==> src/rtl/uart_tx_mmio.sv <==
// uart_tx_mmio: bus-mapped UART transmitter with TX FIFO,
// runtime baud divisor, optional parity and 1/2 stop bits.
// Ports: clk, rst_n (async, low); wr_en/addr/wdata bus write;
// rd_data register read (comb on addr); txd serial out (idle 1);
// busy = frame active or FIFO non-empty; irq = !busy.
module uart_tx_mmio #(
  parameter int DATA_BITS  = 8,
  parameter int FIFO_DEPTH = 16,
  parameter int DIV_RESET  = 5208,
  parameter int PARITY_EN  = 0,
  parameter int PARITY_ODD = 0,
  parameter int STOP_BITS  = 1
) (
  input  logic        clk,
  input  logic        rst_n,
  input  logic        wr_en,
  input  logic [1:0]  addr,
  input  logic [31:0] wdata,
  output logic [31:0] rd_data,
  output logic        txd,
  output logic        busy,
  output logic        irq
);

  localparam int AW = $clog2(FIFO_DEPTH);
  localparam int CW = AW + 1;
  localparam logic [CW-1:0] FULL_CNT = CW'(FIFO_DEPTH);
  localparam logic [3:0] LAST_BIT = 4'(DATA_BITS - 1);
  localparam logic LAST_STOP = 1'(STOP_BITS - 1);

  typedef enum logic [2:0] {
    IDLE,
    START,
    DATA,
    PARITY,
    STOP
  } state_t;

  state_t state, state_n;

  logic [DATA_BITS-1:0] mem [FIFO_DEPTH];
  logic [AW-1:0] wptr, rptr;
  logic [CW-1:0] count, count_n;
  logic overflow;

  logic [15:0] div_reg;
  logic [15:0] div_act, div_act_n;
  logic [15:0] timer, timer_n;
  logic [DATA_BITS-1:0] shreg, shreg_n;
  logic par, par_n;
  logic [3:0] bit_cnt, bit_cnt_n;
  logic stop_cnt, stop_cnt_n;
  logic txd_n, busy_n, tick;

  logic full, empty;
  logic push_req, push, pop;
  logic [DATA_BITS-1:0] head;
  logic unused_wdata;

  assign unused_wdata = ^wdata[31:16];

  assign full     = (count == FULL_CNT);
  assign empty    = (count == '0);
  assign push_req = wr_en && (addr == 2'd0);
  assign push     = push_req && !full;
  assign head     = mem[rptr];
  assign irq      = ~busy;

  always_comb begin
    state_n    = state;
    timer_n    = timer;
    div_act_n  = div_act;
    shreg_n    = shreg;
    par_n      = par;
    bit_cnt_n  = bit_cnt;
    stop_cnt_n = stop_cnt;
    txd_n      = txd;
    pop        = 1'b0;
    tick       = (timer == '0);

    // bit timer reloads at every bit boundary
    if (state != IDLE) begin
      timer_n = tick ? div_act - 16'd1 : timer - 16'd1;
    end

    unique case (state)
      IDLE: begin
        if (!empty) pop = 1'b1;
      end
      START: begin
        if (tick) begin
          state_n   = DATA;
          txd_n     = shreg[0];
          bit_cnt_n = '0;
        end
      end
      DATA: begin
        if (tick) begin
          if (bit_cnt == LAST_BIT) begin
            if (PARITY_EN != 0) begin
              state_n = PARITY;
              txd_n   = par;
            end else begin
              state_n    = STOP;
              txd_n      = 1'b1;
              stop_cnt_n = 1'b0;
            end
          end else begin
            shreg_n   = shreg >> 1;
            txd_n     = shreg[1];
            bit_cnt_n = bit_cnt + 4'd1;
          end
        end
      end
      PARITY: begin
        if (tick) begin
          state_n    = STOP;
          txd_n      = 1'b1;
          stop_cnt_n = 1'b0;
        end
      end
      STOP: begin
        if (tick) begin
          if (stop_cnt == LAST_STOP) begin
            if (!empty) begin
              pop = 1'b1;
            end else begin
              state_n = IDLE;
              txd_n   = 1'b1;
            end
          end else begin
            stop_cnt_n = 1'b1;
          end
        end
      end
      default: state_n = IDLE;
    endcase

    // a pop starts a frame: divisor is latched here only,
    // so mid-frame DIV writes wait for the next start bit
    if (pop) begin
      state_n   = START;
      txd_n     = 1'b0;
      shreg_n   = head;
      par_n     = (^head) ^ (PARITY_ODD != 0);
      div_act_n = div_reg;
      timer_n   = div_reg - 16'd1;
    end

    count_n = count;
    if (push && !pop) count_n = count + CW'(1);
    if (!push && pop) count_n = count - CW'(1);

    busy_n = (state_n != IDLE) || (count_n != '0);
  end

  always_ff @(posedge clk or negedge rst_n) begin
    if (!rst_n) begin
      state    <= IDLE;
      timer    <= '0;
      div_act  <= 16'(DIV_RESET);
      div_reg  <= 16'(DIV_RESET);
      shreg    <= '0;
      par      <= 1'b0;
      bit_cnt  <= '0;
      stop_cnt <= 1'b0;
      txd      <= 1'b1;
      busy     <= 1'b0;
      count    <= '0;
      wptr     <= '0;
      rptr     <= '0;
      overflow <= 1'b0;
    end else begin
      state    <= state_n;
      timer    <= timer_n;
      div_act  <= div_act_n;
      shreg    <= shreg_n;
      par      <= par_n;
      bit_cnt  <= bit_cnt_n;
      stop_cnt <= stop_cnt_n;
      txd      <= txd_n;
      busy     <= busy_n;
      count    <= count_n;
      if (push) wptr <= wptr + AW'(1);
      if (pop) rptr <= rptr + AW'(1);
      // a push into a full FIFO is dropped even if a pop
      // frees a slot on the same edge
      if (push_req && full) begin
        overflow <= 1'b1;
      end else if (wr_en && addr == 2'd1 && wdata[3]) begin
        overflow <= 1'b0;
      end
      if (wr_en && addr == 2'd2) begin
        div_reg <= (wdata[15:0] == '0) ? 16'd1 : wdata[15:0];
      end
    end
  end

  always_ff @(posedge clk) begin
    if (push) mem[wptr] <= wdata[DATA_BITS-1:0];
  end

  always_comb begin
    rd_data = '0;
    unique case (addr)
      2'd1: begin
        rd_data[0]       = full;
        rd_data[1]       = empty;
        rd_data[2]       = busy;
        rd_data[3]       = overflow;
        rd_data[8 +: CW] = count;
      end
      2'd2: rd_data[15:0] = div_reg;
      default: rd_data = '0;
    endcase
  end

endmodule

==> config.mk <==
export PLATFORM = sky130hd
export DESIGN_NAME = uart_tx_mmio
export DESIGN_NICKNAME = d
export VERILOG_FILES = /design/src/rtl/uart_tx_mmio.sv
export SDC_FILE = /design/constraint.sdc
export NUM_CORES = 1
export LEC_CHECK = 0
export BUFFER_PORTS_ARGS = -buffer_cell sky130_fd_sc_hd__buf_2
export CAP_MARGIN = 10
export CORE_ASPECT_RATIO = 1.5
export CORE_MARGIN = 2
export CORE_UTILIZATION = 60
export DETAILED_ROUTE_END_ITERATION = 10
export HOLD_SLACK_MARGIN = 0.1
export PLACE_DENSITY_LB_ADDON = 0.1
export SYNTH_ARGS = -nofsm -noshare
export SYNTH_HDL_FRONTEND = slang
export SYNTH_SLANG_ARGS = --single-unit
==> constraint.sdc <==
create_clock -name clk -period 9.15 [get_ports clk]
set_clock_uncertainty 0.2 [all_clocks]
set_input_delay 0.915 -clock clk [delete_from_list [all_inputs] [get_ports clk]]
set_output_delay 0.915 -clock clk [all_outputs]
set_load 0.1 [all_outputs]
==> results of run 1 <==
logic make-up after synthesis:
| logic type | synth area share |
|---|---|
| mux | 0.122 |
| fa+ha+maj | 0.0181 |
| flops | 0.611 |
| other cells | 0.000393 |
| simple gates | 0.120 |
| buf+inv | 0.0333 |
| xor+xnor | 0.0220 |
| compound gates | 0.0733 |
placed cells by master, fill, tap and decap left out, types with 19 or more instances in the layout:
cell type / n
clkbuf_16: 21
dfrtp_1: 66
o21ai_0: 22
and2_1: 24
edfxtp_1: 128
nand2_1: 97
mux4_2: 40
xnor2_1: 19
buf_2: 38
nor2_1: 40
where the power goes:
| group | switching, mW | leakage [nW] | total [mW] | internal [mW] |
|---|---|---|---|---|
| Clock | 0.340 | 0.319 | 0.817 | 0.478 |
| Combinational | 0.384 | 1.48 | 0.719 | 0.334 |
| Sequential | 0.179 | 2.09 | 1.33 | 1.15 |
synthesized netlist by cell type, types with 16 or more instances:
cell type / number / share of area
a21oi_1: 16 / 0.0084
and2_1: 24 / 0.016
buf_4: 17 / 0.013
clkbuf_1: 20 / 0.0079
dfrtp_1: 68 / 0.18
edfxtp_1: 128 / 0.40
mux2_2: 17 / 0.020
mux4_2: 40 / 0.094
nand2_1: 97 / 0.038
nor2_1: 40 / 0.016
o21ai_0: 22 / 0.012
xnor2_1: 19 / 0.017
worst min-delay path by stage:
stage,depth (start not counted),slack (ns),endpoint
after CTS,2,0.27,div_act[10]$_DFFE_PN1P_
after global placement,2,0.25,div_act[10]$_DFFE_PN1P_
after floorplan,2,0.24,div_act[10]$_DFFE_PN1P_
after global routing,2,0.29,div_act[10]$_DFFE_PN1P_
final,2,0.26,div_act[10]$_DFFE_PN1P_
after detailed placement,2,0.26,div_act[10]$_DFFE_PN1P_
layout make-up:
class | instances | area (um2)
inverters | 9 | 33.8
repair buffers | 44 | 235
multi-input cells | 447 | 3460
clock inverters | 11 | 104
fillers | 1132 | 5160
well taps | 203 | 254
clock buffers | 26 | 544
flip-flops and latches | 207 | 5840
through the flow:
stage / total power [mW] / instances
finish: 2.86 / 947
global route: 3.00 / 947
CTS: 2.88 / 947
detailed placement: 2.06 / 910
global placement: 2.03 / 910
floorplan: 1.88 / 713
layer usage:
layer	up-vias	GRT usage	routed length [um]
li1	2652	-	-
met1	2908	0.283	7410
met2	163	0.470	11500
met3	49	0.0332	861
met4	0	0.0946	748
met5	-	0	0
critical path, stage by stage, from the launching register on:
cell      delay (ns)
dfrtp_1         0.42
nor4_1          0.55
nand4_1         0.58
o21ai_4         0.41
buf_4           0.44
mux2i_2         0.52
o211ai_1        0.42
nor4_1          0.37
xnor2_1         0.18
o21ai_1         0.07
==> results.toml, run 1 <==
[critical_path]
worstPathMaxFanout = 35
cp-startpoint = "timer[11]$_DFFE_PN0P_"
cp.arrival_ns = 4.49
r2r_start = "timer[11]$_DFFE_PN0P_"
crit_end = "timer[15]$_DFFE_PN0P_"
crit_required_ns = 9.29
cp-end-kind = "flip-flop"
startpoint_type = "flip-flop"
r2r-end = "timer[15]$_DFFE_PN0P_"
r2r_slack_ns = 4.80
critical_path_class = "flip-flop to flip-flop"
rr_worst_depth = 9

[global_routing]
grt_use_total = 0.249
grt_pass1_vias = 5946
antenna_found_initial = 0
grt_pass1_wl_um = 32000
grt_max_degree = 80
grt-ovfl-total = 0

[run_status]
run_status = "completed"

[floorplan]
die_w_um = 107
start_util = 0.611
fp-row-count = 56
die_h_um = 159
io-pin-count = 72
dieArea_um2 = 17000
core_area_um2 = 15600

[logic_synthesis]
syn_area_per_cell_um2 = 13.7
yosys_warnings = 0
postSynthCellCount = 698
syn_area_um2 = 9550
ys_types = 73
yosysSeqAreaShare = 0.611
synthArstFlopShare = 0.382
ys_ff_latch = 207
synth_edf_count = 128
synth_ff_type = "edfxtp_1"

[placed_design]
gp_congestion = 0.891
hpwl_um = 14300
postPlaceCellArea_um2 = 9820
place_ws_ns = 4.89
portBuffers = 39

[timing]
fmaxAchievable_ghz = 0.230
slew_headroom = 0.319
timing.setup.tns_ns = 0
slew_viol_final = 0
hold_viol = 0
setup-violations-final = 0
worst_pin_slew_ns = 1.02
period_share = 0.475
fin_ws_ns = 4.80
fin_crit_ns = 4.35
whs_ns = 0.262
rsz0062_at_grt = "false"

[layout]
final_util = 0.670
largest_reg_flops = 128
nets = 780
antennaDiodeCount = 0
top_register = "mem"
area_growth_pct = 9.56
layout-drive-gt1-share = 0.211
design_area_um2 = 10500

[routing]
vias = 5772
drt_wl_total_um = 20600
drtAntennaViolNets = 0
drt_iter0_drc = 282
wl_per_cell_um = 21.7
remaining_drc_errors = 0
via_per_inst = 6.10
firstDrtPassIters = 5

[clocking]
clk_latency_ns = 0.49
cts.clk_slew.worst_paths_ns = 0.06
hold_buffers = 0
clock_path_buffers = 3
cts_setup_buffers = 0
cts.sinks = 207
cts_tree = "done"
cts_root_buffer = "clkbuf_16"
ctsHtreeMaxLevel = 1
ctsResizeCount = 0
numCtsBuffers = 21

[pwr]
p_per_area_nw_per_um2 = 274
p_leak_nw = 3.89
ir_drop_v = 0.000204

[hold_path]
hold_class = "flip-flop to flip-flop"
holdCritStartpoint = "div_act[10]$_DFFE_PN1P_"

[flow_run]
maxCapViolCount = 0
(Power assumes the default switching activity.)
==> run 2, diff against run 1 <==
Settings changed: CORE_UTILIZATION 60 to 54.
Clock period 9.15 ns to 3.8 ns, I/O delays scaled along.
==> results.toml, run 2 (synthesized netlist as in run 1, its figures left out) <==
[critical_path]
crit_required_ns = 3.97
cp.arrival_ns = 3.63
critical_path_class = "flip-flop to flip-flop"
worstPathMaxFanout = 31
cp-end-kind = "flip-flop"
startpoint_type = "flip-flop"

[clocking]
ctsHtreeMaxLevel = 1
cts_root_buffer = "clkbuf_16"
cts_tree = "done"
cts.sinks = 207
numCtsBuffers = 21
clk_latency_ns = 0.49
cts.clk_slew.worst_paths_ns = 0.06
clock_path_buffers = 3

[routing]
drt_iter0_drc = 405
drtAntennaViolNets = 0
firstDrtPassIters = 4
via_per_inst = 5.85
drt_wl_total_um = 20900
vias = 5803
wl_per_cell_um = 21.1
remaining_drc_errors = 0

[layout]
nets = 815
final_cells = 992
top_register = "mem"
layout-drive-gt1-share = 0.228
final_common_cell = "edfxtp_1"
fillers = 1321
antennaDiodeCount = 0
largest_reg_flops = 128
area_growth_pct = 13.6
mostFrequentLayoutCells = "edfxtp_1, nand2_1, dfrtp_1"

[hold_path]
hold_class = "primary input to flip-flop"

[pwr]
p_leak_nw = 4.07
ir_drop_v = 0.000454
p_per_area_nw_per_um2 = 647
finalPower_mw = 7.02

[floorplan]
die_h_um = 167
dieArea_um2 = 18800
fp-row-count = 59
start_util = 0.551
die_w_um = 113
io-pin-count = 72
core_area_um2 = 17300

[timing]
rsz0062_at_grt = "false"
slew_headroom = 0.327
fin_crit_ns = 3.46
fmaxAchievable_ghz = 0.289
timing.setup.tns_ns = 0
worst_pin_slew_ns = 1.01
hold_viol = 0
whs_ns = 0.127
setup-violations-final = 0
slew_viol_final = 0
period_share = 0.910

[global_routing]
grt_use_total = 0.229
grt_pass1_vias = 6150
grt_pass1_wl_um = 33300
grt_util_met3 = 0.0269
grt-ovfl-total = 0
grtUsageMet2 = 0.427
antenna_found_initial = 0
grt_busiest_layer = "met2"
grt_max_degree = 80
met1_usage = 0.255

[placed_design]
place_inst = 939
portBuffers = 39
gp_congestion = 0.884
hpwl_um = 14800

[run_status]
run_status = "completed"

[flow_run]
maxCapViolCount = 0
==> run 2: metal layers <==
layer | vias to the layer above | routed length [um]
met5 | - | 0
met4 | 0 | 1020
met3 | 57 | 639
met2 | 129 | 11600
met1 | 2905 | 7620
li1 | 2712 | -
==> run 2: power by group <==
| part | total (mW) | leakage, nW | switching, mW | internal, mW |
|---|---|---|---|---|
| logic | 1.81 | 1.65 | 0.954 | 0.857 |
| registers | 3.19 | 2.09 | 0.427 | 2.76 |
| clock network | 2.02 | 0.327 | 0.807 | 1.22 |
==> run 2: critical path, cell delays in order, from the launching register on <==
cell and delay, ns:
dfrtp_1 0.43, nor4_2 0.38, buf_4 0.17, nand4_1 0.17, o21ai_4 0.39, buf_12 0.25
mux2i_1 0.40, o211ai_1 0.33, nor4_4 0.25, xnor2_1 0.09, mux2_2 0.27
==> run 2: path summary, 6_finish.rpt <==
path | from | end | slack (ns) | cells after the start
setup / recovery | timer[11]$_DFFE_PN0P_ | timer[13]$_DFFE_PN0P_ | 0.34 | 10
hold / removal | wdata[3] | mem[11][3]$_DFFE_PP_ | 0.13 | 1
setup reg to reg | timer[11]$_DFFE_PN0P_ | timer[13]$_DFFE_PN0P_ | 0.34 | 10
hold reg to reg | div_act[12]$_DFFE_PN1P_ | div_act[12]$_DFFE_PN1P_ | 0.27 | 2
max in group asynchronous | rst_n | rptr[0]$_DFFE_PN0P_ | 2.28 | 2
min in group asynchronous | rst_n | div_act[13]$_DFFE_PN0P_ | 0.40 | 2
==> run 2: cell type report <==
| class | instances | area (um2) | share of cell area |
|---|---|---|---|
| timing repair buffer | 79 | 563 | 0.0519 |
| tap | 213 | 267 | 0.0246 |
| multi-input combinational | 447 | 3480 | 0.320 |
| clock inverter | 8 | 92.6 | 0.00853 |
| sequential | 207 | 5840 | 0.538 |
| inverter | 9 | 33.8 | 0.00311 |
| clock buffer | 29 | 587 | 0.0541 |
==> run 2: metrics by stage <==
| stage | area (um2) | util | worst slack [ns] |
|---|---|---|---|
| after CTS | 10800 | 0.625 | 0.197 |
| after detailed placement | 10000 | 0.576 | 0.239 |
| after global placement | 10000 | 0.576 | 0.240 |
| after global routing | 10900 | 0.626 | 0.0349 |
| final | 10900 | 0.626 | 0.341 |
| after floorplan | 9610 | - | 0.329 |
==> run 2: what timing repair did <==
item,in CTS,in global routing
setup endpoints to repair,0,4
endpoints found under the hold margin,163,0
buffers inserted,0,0
hold buffers,16,0
resized for setup,0,3
==> run 3, diff against run 2 <==
Settings changed: PLACE_DENSITY from default to 0.77, PLACE_DENSITY_LB_ADDON 0.1 to default.
==> results.toml, run 3 (synthesized netlist as in run 1, its figures left out) <==
[run_status]
run_status = "completed"

[routing]
drtAntennaViolNets = 0
remaining_drc_errors = 0
vias = 6031
drt_wl_total_um = 21000
wl_per_cell_um = 21.3
firstDrtPassIters = 5
via_per_inst = 6.11
drt_iter0_drc = 430

[pwr]
finalPower_mw = 6.99
p_switching_mw = 2.21
ir_drop_v = 0.000566
combPwrFrac = 0.264
sequentialPowerShare = 0.454
p_int_mw = 4.77
switching_share = 0.317
p_per_area_nw_per_um2 = 649
p_leak_nw = 4.03
clockPowerShare = 0.283

[critical_path]
cp.arrival_ns = 3.62
critical_path_class = "flip-flop to flip-flop"
rr_worst_depth = 15
worstPathMaxFanout = 8
cp-end-kind = "flip-flop"
crit_required_ns = 3.93
startpoint_type = "flip-flop"

[global_routing]
grt_pass1_vias = 6219
grt-ovfl-total = 0
antenna_found_initial = 0
grt_max_degree = 80
grt_use_total = 0.225
grt_pass1_wl_um = 33100

[floorplan]
io-pin-count = 72
start_util = 0.551
die_h_um = 167
dieArea_um2 = 18800
die_w_um = 113
fp-row-count = 59
core_area_um2 = 17300

[clocking]
cts_tree = "done"
clock_path_buffers = 3
cts.sinks = 207
numCtsBuffers = 21
ctsHtreeMaxLevel = 1
clk_latency_ns = 0.49
cts.clk_slew.worst_paths_ns = 0.06
cts_root_buffer = "clkbuf_16"

[timing]
hold_viol = 0
slew_viol_final = 0
worst_pin_slew_ns = 0.997
rsz0062_at_grt = "false"
slew_headroom = 0.335
timing.setup.tns_ns = 0
setup-violations-final = 0
period_share = 0.919
fmaxAchievable_ghz = 0.286
fin_crit_ns = 3.49

[layout]
fillers = 1268
final_cells = 987
layout-drive-gt1-share = 0.233
area_growth_pct = 12.7
top_register = "mem"
mostFrequentLayoutCells = "edfxtp_1, nand2_1, dfrtp_1"
antennaDiodeCount = 0
final_common_cell = "edfxtp_1"
nets = 810
largest_reg_flops = 128

[placed_design]
gp_congestion = 0.903
place_inst = 937
hpwl_um = 14400
portBuffers = 39

[flow_run]
maxCapViolCount = 0

[hold_path]
hold_class = "primary input to flip-flop"
min_delay_path_depth = 1
-- run 3: cell types whose count changed in the layout (fill, tap and decap cells not counted), moves of 2 or more --
cell | before | now
clkinv_1 | 3 | 0
dlygate4sd3_1 | 16 | 13
buf_12 | 2 | 0
clkbuf_8 | 1 | 3
dfrtp_1 | 67 | 65
dfrtp_2 | 1 | 3
-- run 3: final timing paths --
check / from / endpoint / slack (ns)
hold reg to reg: div_act[10]$_DFFE_PN1P_ / div_act[10]$_DFFE_PN1P_ / 0.26
setup reg to reg: count[0]$_DFF_PN0_ / timer[10]$_DFFE_PN0P_ / 0.31
max in group asynchronous: rst_n / rptr[0]$_DFFE_PN0P_ / 2.30
min in group asynchronous: rst_n / timer[10]$_DFFE_PN0P_ / 0.39
hold / removal: wdata[5] / mem[6][5]$_DFFE_PP_ / 0.12
setup / recovery: count[0]$_DFF_PN0_ / timer[10]$_DFFE_PN0P_ / 0.31
-- run 3: area by class of cell --
class / instances / area, um2 / area share
timing repair buffer: 74 / 493 / 0.0458
multi-input combinational: 447 / 3480 / 0.323
clock inverter: 6 / 63.8 / 0.00593
inverter: 9 / 33.8 / 0.00314
clock buffer: 31 / 593 / 0.0551
sequential: 207 / 5840 / 0.542
tap: 213 / 267 / 0.0247
-- run 3: power groups by stage --
stage | registers (mW) | clock network, mW | logic, mW
floorplan | 3.03 | 0 | 1.49
global placement | 3.16 | 0 | 1.74
detailed placement | 3.19 | 0 | 1.81
CTS | 3.15 | 2.02 | 1.83
global route | 3.21 | 2.10 | 2.01
finish | 3.17 | 1.98 | 1.84
-- run 3: metrics by stage --
step / hold slack, ns / setup slack (ns) / utilization / cell area [um2]
floorplan: -0.116 / 0.329 / - / 9610
global placement: 0.251 / 0.236 / 0.574 / 9960
detailed placement: 0.257 / 0.182 / 0.574 / 9960
CTS: 0.102 / 0.141 / 0.619 / 10700
global route: 0.117 / 0.0437 / 0.621 / 10800
finish: 0.118 / 0.307 / 0.621 / 10800
-- run 3: metal layers --
| metal | GRT usage | share of wire |
|---|---|---|
| met5 | 0 | 0 |
| met4 | 0.0843 | 0.032 |
| met3 | 0.0309 | 0.042 |
| met2 | 0.418 | 0.57 |
| met1 | 0.261 | 0.36 |
-- run 3: worst max-delay path, stage by stage (launching register included) --
cell and delay [ns]:
dfrtp_2 0.43, inv_1 0.08, ha_1 0.22, nor4b_1 0.15
buf_4 0.16, or3_4 0.40, o21ai_4 0.13, o21a_1 0.24
ha_4 0.20, o211ai_1 0.09, mux2i_1 0.21, o221ai_1 0.20
buf_4 0.20, nor3_1 0.18, xor2_1 0.17, o21ai_0 0.09
-- run 3: repair_timing --
item	in CTS	in global routing
gates resized for setup	0	6
hold buffers	13	0
buffers inserted	0	0
hold endpoints to repair	125	0
setup endpoints to repair	0	3
